===== src/rtl/sd_arb_pkg.sv =====
// Shared types and widths for the SD sector arbiter.
package sd_arb_pkg;

  localparam int LBA_W  = 32;
  localparam int BIDX_W = 9;

  typedef enum logic [1:0] {
    IDLE  = 2'd0,
    START = 2'd1,
    XFER  = 2'd2,
    DRAIN = 2'd3
  } arb_state_e;

endpackage


===== src/rtl/sd_sector_arbiter_rr_pick.sv =====
// Combinational round-robin search: first set request at or after ptr, wrapping.
module rr_pick #(
  parameter  int NUM_REQ = 4,
  localparam int IW      = (NUM_REQ > 1) ? $clog2(NUM_REQ) : 1
) (
  input  logic [NUM_REQ-1:0] req,
  input  logic [IW-1:0]      ptr,
  output logic [IW-1:0]      idx,
  output logic               vld
);

  logic [IW-1:0] j;

  // Scan farthest-to-nearest so the nearest hit is the last one written.
  always_comb begin
    idx = '0;
    vld = 1'b0;
    j   = '0;
    for (int k = NUM_REQ - 1; k >= 0; k--) begin
      j = IW'((int'(ptr) + k) % NUM_REQ);
      if (req[j]) begin
        idx = j;
        vld = 1'b1;
      end
    end
  end

endmodule


===== src/rtl/sd_sector_arbiter.sv =====
// Shares one SD sector-read engine between NUM_REQ requesters: round-robin grant,
// per-requester image base offset, byte-strobe demux and a grant-to-rdone timeout.
module sd_sector_arbiter
  import sd_arb_pkg::*;
#(
  parameter int          NUM_REQ = 4,
  parameter logic [23:0] TIMEOUT = 24'd8000000
) (
  input  logic                     clk,
  input  logic                     rstn,
  input  logic [NUM_REQ-1:0]       req_rd,
  input  logic [LBA_W*NUM_REQ-1:0] req_lba,
  input  logic [LBA_W*NUM_REQ-1:0] req_base,
  output logic [NUM_REQ-1:0]       req_ack,
  output logic [NUM_REQ-1:0]       req_done,
  output logic [NUM_REQ-1:0]       req_err,
  output logic [NUM_REQ-1:0]       req_strobe,
  output logic [BIDX_W-1:0]        buf_addr,
  output logic [7:0]               buf_data,
  output logic                     sd_rstart,
  output logic [LBA_W-1:0]         sd_rsector,
  input  logic                     sd_rbusy,
  input  logic                     sd_rdone,
  input  logic                     sd_outen,
  input  logic [BIDX_W-1:0]        sd_outaddr,
  input  logic [7:0]               sd_outbyte
);

  localparam int IW = (NUM_REQ > 1) ? $clog2(NUM_REQ) : 1;

  arb_state_e                    state_q, state_d;
  logic [IW-1:0]                 gnt_q, gnt_d, rr_q, rr_d;
  logic [IW-1:0]                 pick_idx;
  logic                          pick_vld;
  logic [LBA_W-1:0]              sector_q, sector_d;
  logic [23:0]                   cnt_q, cnt_d;
  logic                          done_q, done_d, err_q, err_d;
  logic                          tmo;
  logic [NUM_REQ-1:0]            gnt_oh;
  logic [NUM_REQ-1:0][LBA_W-1:0] lba_a, base_a;

  assign lba_a  = req_lba;
  assign base_a = req_base;
  assign gnt_oh = NUM_REQ'(1) << gnt_q;
  assign tmo    = (TIMEOUT != 24'd0) && (cnt_q + 24'd1 == TIMEOUT);

  assign buf_addr   = sd_outaddr;
  assign buf_data   = sd_outbyte;
  assign sd_rsector = sector_q;

  rr_pick #(.NUM_REQ(NUM_REQ)) u_pick (
    .req (req_rd),
    .ptr (rr_q),
    .idx (pick_idx),
    .vld (pick_vld)
  );

  always_ff @(posedge clk or negedge rstn) begin
    if (!rstn) begin
      state_q  <= IDLE;
      gnt_q    <= '0;
      rr_q     <= '0;
      sector_q <= '0;
      cnt_q    <= '0;
      done_q   <= 1'b0;
      err_q    <= 1'b0;
    end else begin
      state_q  <= state_d;
      gnt_q    <= gnt_d;
      rr_q     <= rr_d;
      sector_q <= sector_d;
      cnt_q    <= cnt_d;
      done_q   <= done_d;
      err_q    <= err_d;
    end
  end

  always_comb begin
    state_d  = state_q;
    gnt_d    = gnt_q;
    rr_d     = rr_q;
    sector_d = sector_q;
    cnt_d    = cnt_q;
    done_d   = 1'b0;
    err_d    = 1'b0;
    unique case (state_q)
      IDLE: begin
        // Engine may still be busy from a transfer cut short by reset.
        if (pick_vld && !sd_rbusy) begin
          state_d  = START;
          gnt_d    = pick_idx;
          rr_d     = (pick_idx == IW'(NUM_REQ - 1)) ? '0 : pick_idx + 1'b1;
          sector_d = base_a[pick_idx] + lba_a[pick_idx];
          cnt_d    = '0;
        end
      end
      START, XFER: begin
        // A real rdone wins over a coincident timeout.
        if (sd_rdone) begin
          state_d = DRAIN;
          done_d  = 1'b1;
        end else if (tmo) begin
          state_d = DRAIN;
          done_d  = 1'b1;
          err_d   = 1'b1;
        end else begin
          cnt_d = cnt_q + 24'd1;
          if (state_q == START && sd_rbusy) state_d = XFER;
        end
      end
      DRAIN: begin
        if (!sd_rbusy) state_d = IDLE;
      end
      default: state_d = IDLE;
    endcase
  end

  always_comb begin
    req_ack    = '0;
    req_done   = '0;
    req_err    = '0;
    req_strobe = '0;
    sd_rstart  = 1'b0;
    if (state_q != IDLE)  req_ack   = gnt_oh;
    if (state_q == START) sd_rstart = 1'b1;
    if ((state_q == START || state_q == XFER) && sd_outen) req_strobe = gnt_oh;
    if (done_q) req_done = gnt_oh;
    if (err_q)  req_err  = gnt_oh;
  end

endmodule

===== config.mk =====
export PLATFORM = sky130hd
export DESIGN_NAME = sd_sector_arbiter
export DESIGN_NICKNAME = d
export VERILOG_FILES = /design/src/rtl/sd_arb_pkg.sv /design/src/rtl/sd_sector_arbiter_rr_pick.sv /design/src/rtl/sd_sector_arbiter.sv
export SDC_FILE = /design/constraint.sdc
export NUM_CORES = 1
export LEC_CHECK = 0
export BUFFER_PORTS_ARGS = -buffer_cell sky130_fd_sc_hd__buf_4
export CORE_AREA = 3 3 136 138
export DETAILED_ROUTE_END_ITERATION = 16
export DIE_AREA = 0 0 139 141
export PLACE_DENSITY = 0.72
export SLEW_MARGIN = 20
export SYNTH_ARGS = -nofsm -noshare
export SYNTH_HDL_FRONTEND = slang
export SYNTH_SLANG_ARGS = --single-unit
export TNS_END_PERCENT = 30

===== constraint.sdc =====
create_clock -name clk -period 10.8 [get_ports clk]
set_input_delay 1.62 -clock clk [delete_from_list [all_inputs] [get_ports clk]]
set_output_delay 1.62 -clock clk [all_outputs]
set_load 0.01 [all_outputs]

==> run metrics <==
run status finished clean; Worst setup EP type flop; antenna-violating nets left 0; launching point of the worst reg2reg path rr_q[1]$_DFFE_PN0P_; Overall Power 2.60 mW; die area 19600 µm²; number of cells on the worst hold path 2; number of max-slew violations in the final report 0; Avg Cell Area, Syn 7.13 µm²; First DRT Iteration DRCs 427; share of the clock period used by the worst path 54.8%; total of cells resized after clock tree synthesis 0; Total Negative Setup Slacks 0 ns; Setup CP Type in2reg; GRT Total Usage 25.0%; dominant synthesized flop cell sky130_fd_sc_hd__dfrtp_1; warning count from the yosys run 0; count of boundary I/O pins 348; leading post-synthesis cells by cell area sky130_fd_sc_hd__dfrtp_1 23%, sky130_fd_sc_hd__nand2_1 11%, sky130_fd_sc_hd__a211oi_1 7.1%; Arrival @ worst endpoint 6.18 ns; post-DR wirelength/cell 17.7 µm; maximum VDD drop 112 µV; Leakage Power 4.41 nW; commonest cells after routing, fill and taps aside 319 x sky130_fd_sc_hd__buf_4, 205 x sky130_fd_sc_hd__nand2_1, 69 x sky130_fd_sc_hd__a31oi_1; register-to-register setup slack 5.88 ns; vias in the first global route 7953; vertical die dimension 141 µm; hold crit path type reg2reg; number of hold-slack violations in the final timing report 0; initial antenna violation count 3; shortest period the worst path allows 5.91 ns; pin slew with the least headroom to its limit 0.842 ns; last weighted congestion value of the routability-driven placer 0.946; via density per instance 5.66; overall overflow remaining after global route 0; wire length of the first global-routing pass 40100 µm; Fill cells 1708; overall via count from detail_route 8280; flip-flop and latch count after synthesis 64; number of buffers added on ports 313; DRC violations left 0; largest driver fanout on the critical path 66; post-cts hold buffer count 0; number of buffers created by CTS 9; clock transition at the registers of the reported paths 0.06 ns; root buf cell sky130_fd_sc_hd__clkbuf_16; Hold Path End sd_rsector[1]$_DFFE_PN0P_; CTS tree done; Peak Freq 0.169 GHz; number of instances in the synthesized netlist 991; met1 Track Usage GR 29.3%; Final Skew 0.00952 ns; relative slew slack 43.8%; unrepaired setup endpoints after global routing no; initial core utilization 40.9%; die span in x 139 µm; total number of nets in the final design 1551; TritonCTS sink count 64; met3 routing resource usage after global routing 5.22%; critical register-to-register path endpoint sd_rsector[31]$_DFFE_PN0P_; fraction of final layout cells with drive strength greater than 1 28.4%; Area growth syn-to-layout 37.2%; DR pass1 iterations 5; Post-DP HPWL 20500 µm; Core Region 17300 µm²; sort of element at the start of the critical path primary input; top-area cell type share of the netlist area 22.7%; count of H-tree levels built during CTS 3; cell area after synthesis 7070 µm²; clock insertion delay at the later pin of the skew report 0.34 ns; synth unique cells 67; cell taking the most area after synthesis sky130_fd_sc_hd__dfrtp_1; depth of the worst register-to-register path 15; Most Used Layer, Global Route met2; count of max-cap constraint violations 0; net count of the mapped netlist 1310; share of the yosys chip area belonging to registers 22.7%; Synth async-reset ratio 100%; met2 track demand over resource in global routing 44.4%; number of flops mapped to enable cells by yosys 0; Power Density 269 nW/µm²; most common cell after layout, fill and taps aside sky130_fd_sc_hd__buf_4; clk buf depth 2; Area after DPL 9350 µm²; placement row count 48; maximum number of pins on one net before global-route repair 84; Hold Crit Start sd_rsector[1]$_DFFE_PN0P_; WP data required 11.07 ns; post-layout instance area 9700 µm²; number of endpoints failing setup at the final stage 0; number of buffers inserted to repair setup after CTS 0; Total Wirelength 25800 µm
## final cells by class
| cell class | count | area (µm²) | area share [%] |
|---|---|---|---|
| Clock buffer | 11 | 253 | 2.61 |
| Tap cell | 225 | 282 | 2.90 |
| Antenna cell | 3 | 7.51 | 0.0774 |
| Multi-Input combinational cell | 820 | 5000 | 51.6 |
| Sequential cell | 64 | 1600 | 16.5 |
| Clock inverter | 3 | 90.1 | 0.929 |
| Inverter | 18 | 67.6 | 0.697 |
| Timing Repair Buffer | 319 | 2390 | 24.7 |
## critical path: stages
cell and delay, ns:
sky130_fd_sc_hd__buf_4 0.11, sky130_fd_sc_hd__inv_1 0.08, sky130_fd_sc_hd__o22ai_1 0.17, sky130_fd_sc_hd__a211oi_4 0.29
sky130_fd_sc_hd__buf_4 0.56, sky130_fd_sc_hd__buf_4 0.63, sky130_fd_sc_hd__a211oi_1 0.16, sky130_fd_sc_hd__a31oi_1 0.18
sky130_fd_sc_hd__ha_1 0.31, sky130_fd_sc_hd__a21o_1 0.20, sky130_fd_sc_hd__a31o_2 0.22, sky130_fd_sc_hd__o21ai_0 0.37
sky130_fd_sc_hd__a21oi_1 0.22, sky130_fd_sc_hd__a41oi_1 0.37, sky130_fd_sc_hd__o21ai_0 0.17, sky130_fd_sc_hd__or4_1 0.42
sky130_fd_sc_hd__nand3_1 0.08
## layer usage
metal,up-vias,share of wire [%]
met5,-,0
met4,0,3.7
met3,53,5.9
met2,292,51
met1,3879,40
li1,4056,-
## state kept, by name (all words and copies together), names as in the netlist
| name | count |
|---|---|
| cnt_q | 24 |
| done_q | 1 |
| err_q | 1 |
| gnt_q | 2 |
| rr_q | 2 |
| sd_rsector | 32 |
| state_q | 2 |
## synth_stat cells, drive strengths merged, types with 5 or more instances
| master | count |
|---|---|
| nand2 | 207 |
| a31oi | 69 |
| a211oi | 67 |
| and2 | 66 |
| dfrtp | 64 |
| clkbuf | 57 |
| nor2 | 53 |
| o21ai | 51 |
| a21oi | 40 |
| ha | 36 |
| buf | 32 |
| nand3 | 26 |
| inv | 18 |
| xnor2 | 18 |
| nand2b | 15 |
| xor2 | 15 |
| nand4 | 14 |
| nor4 | 14 |
| nor3 | 13 |
| mux2i | 11 |
| a21o | 9 |
| o211ai | 9 |
| o31ai | 9 |
| and3 | 7 |
| or4 | 7 |
| o311ai | 6 |
| or3 | 6 |
| nor3b | 5 |
## worst max-delay path by stage
stage                   start                         end  slack, ns
global route        req_rd[2]  sd_rsector[31]$_DFFE_PN0P_       4.48
finish              req_rd[2]  sd_rsector[31]$_DFFE_PN0P_       4.89
detailed placement  req_rd[2]  sd_rsector[31]$_DFFE_PN0P_       4.53
CTS                 req_rd[2]  sd_rsector[31]$_DFFE_PN0P_       4.89
global placement    req_rd[1]  sd_rsector[31]$_DFFE_PN0P_       4.62
floorplan           req_rd[1]  sd_rsector[31]$_DFFE_PN0P_       5.47
## through the flow
step / hold WS, ns / worst slack (ns) / instances / util, %
finish: 0.478 / 4.89 / 1463 / 56.1
global route: 0.497 / 4.48 / 1463 / 56.1
CTS: 0.483 / 4.89 / 1460 / 56.0
detailed placement: 0.469 / 4.53 / 1446 / 54.1
global placement: 0.464 / 4.62 / 1446 / 54.1
floorplan: 0.462 / 5.47 / 991 / -
## where the power goes
group | internal [mW] | leakage [nW] | switching [mW]
sequential | 0.319 | 0.831 | 0.0616
combinational | 0.756 | 3.41 | 1.13
clock | 0.235 | 0.168 | 0.107
## logic make-up after synthesis
| kind of cell | after synthesis | share of synthesized area, % |
|---|---|---|
| compound gates | 292 | 27.2 |
| xor+xnor | 33 | 4.09 |
| fa+ha+maj | 37 | 6.65 |
| buf+inv | 107 | 7.10 |
| flops | 64 | 22.7 |
| mux | 12 | 1.72 |
| simple gates | 446 | 30.6 |
(Power assumes the default switching activity.)
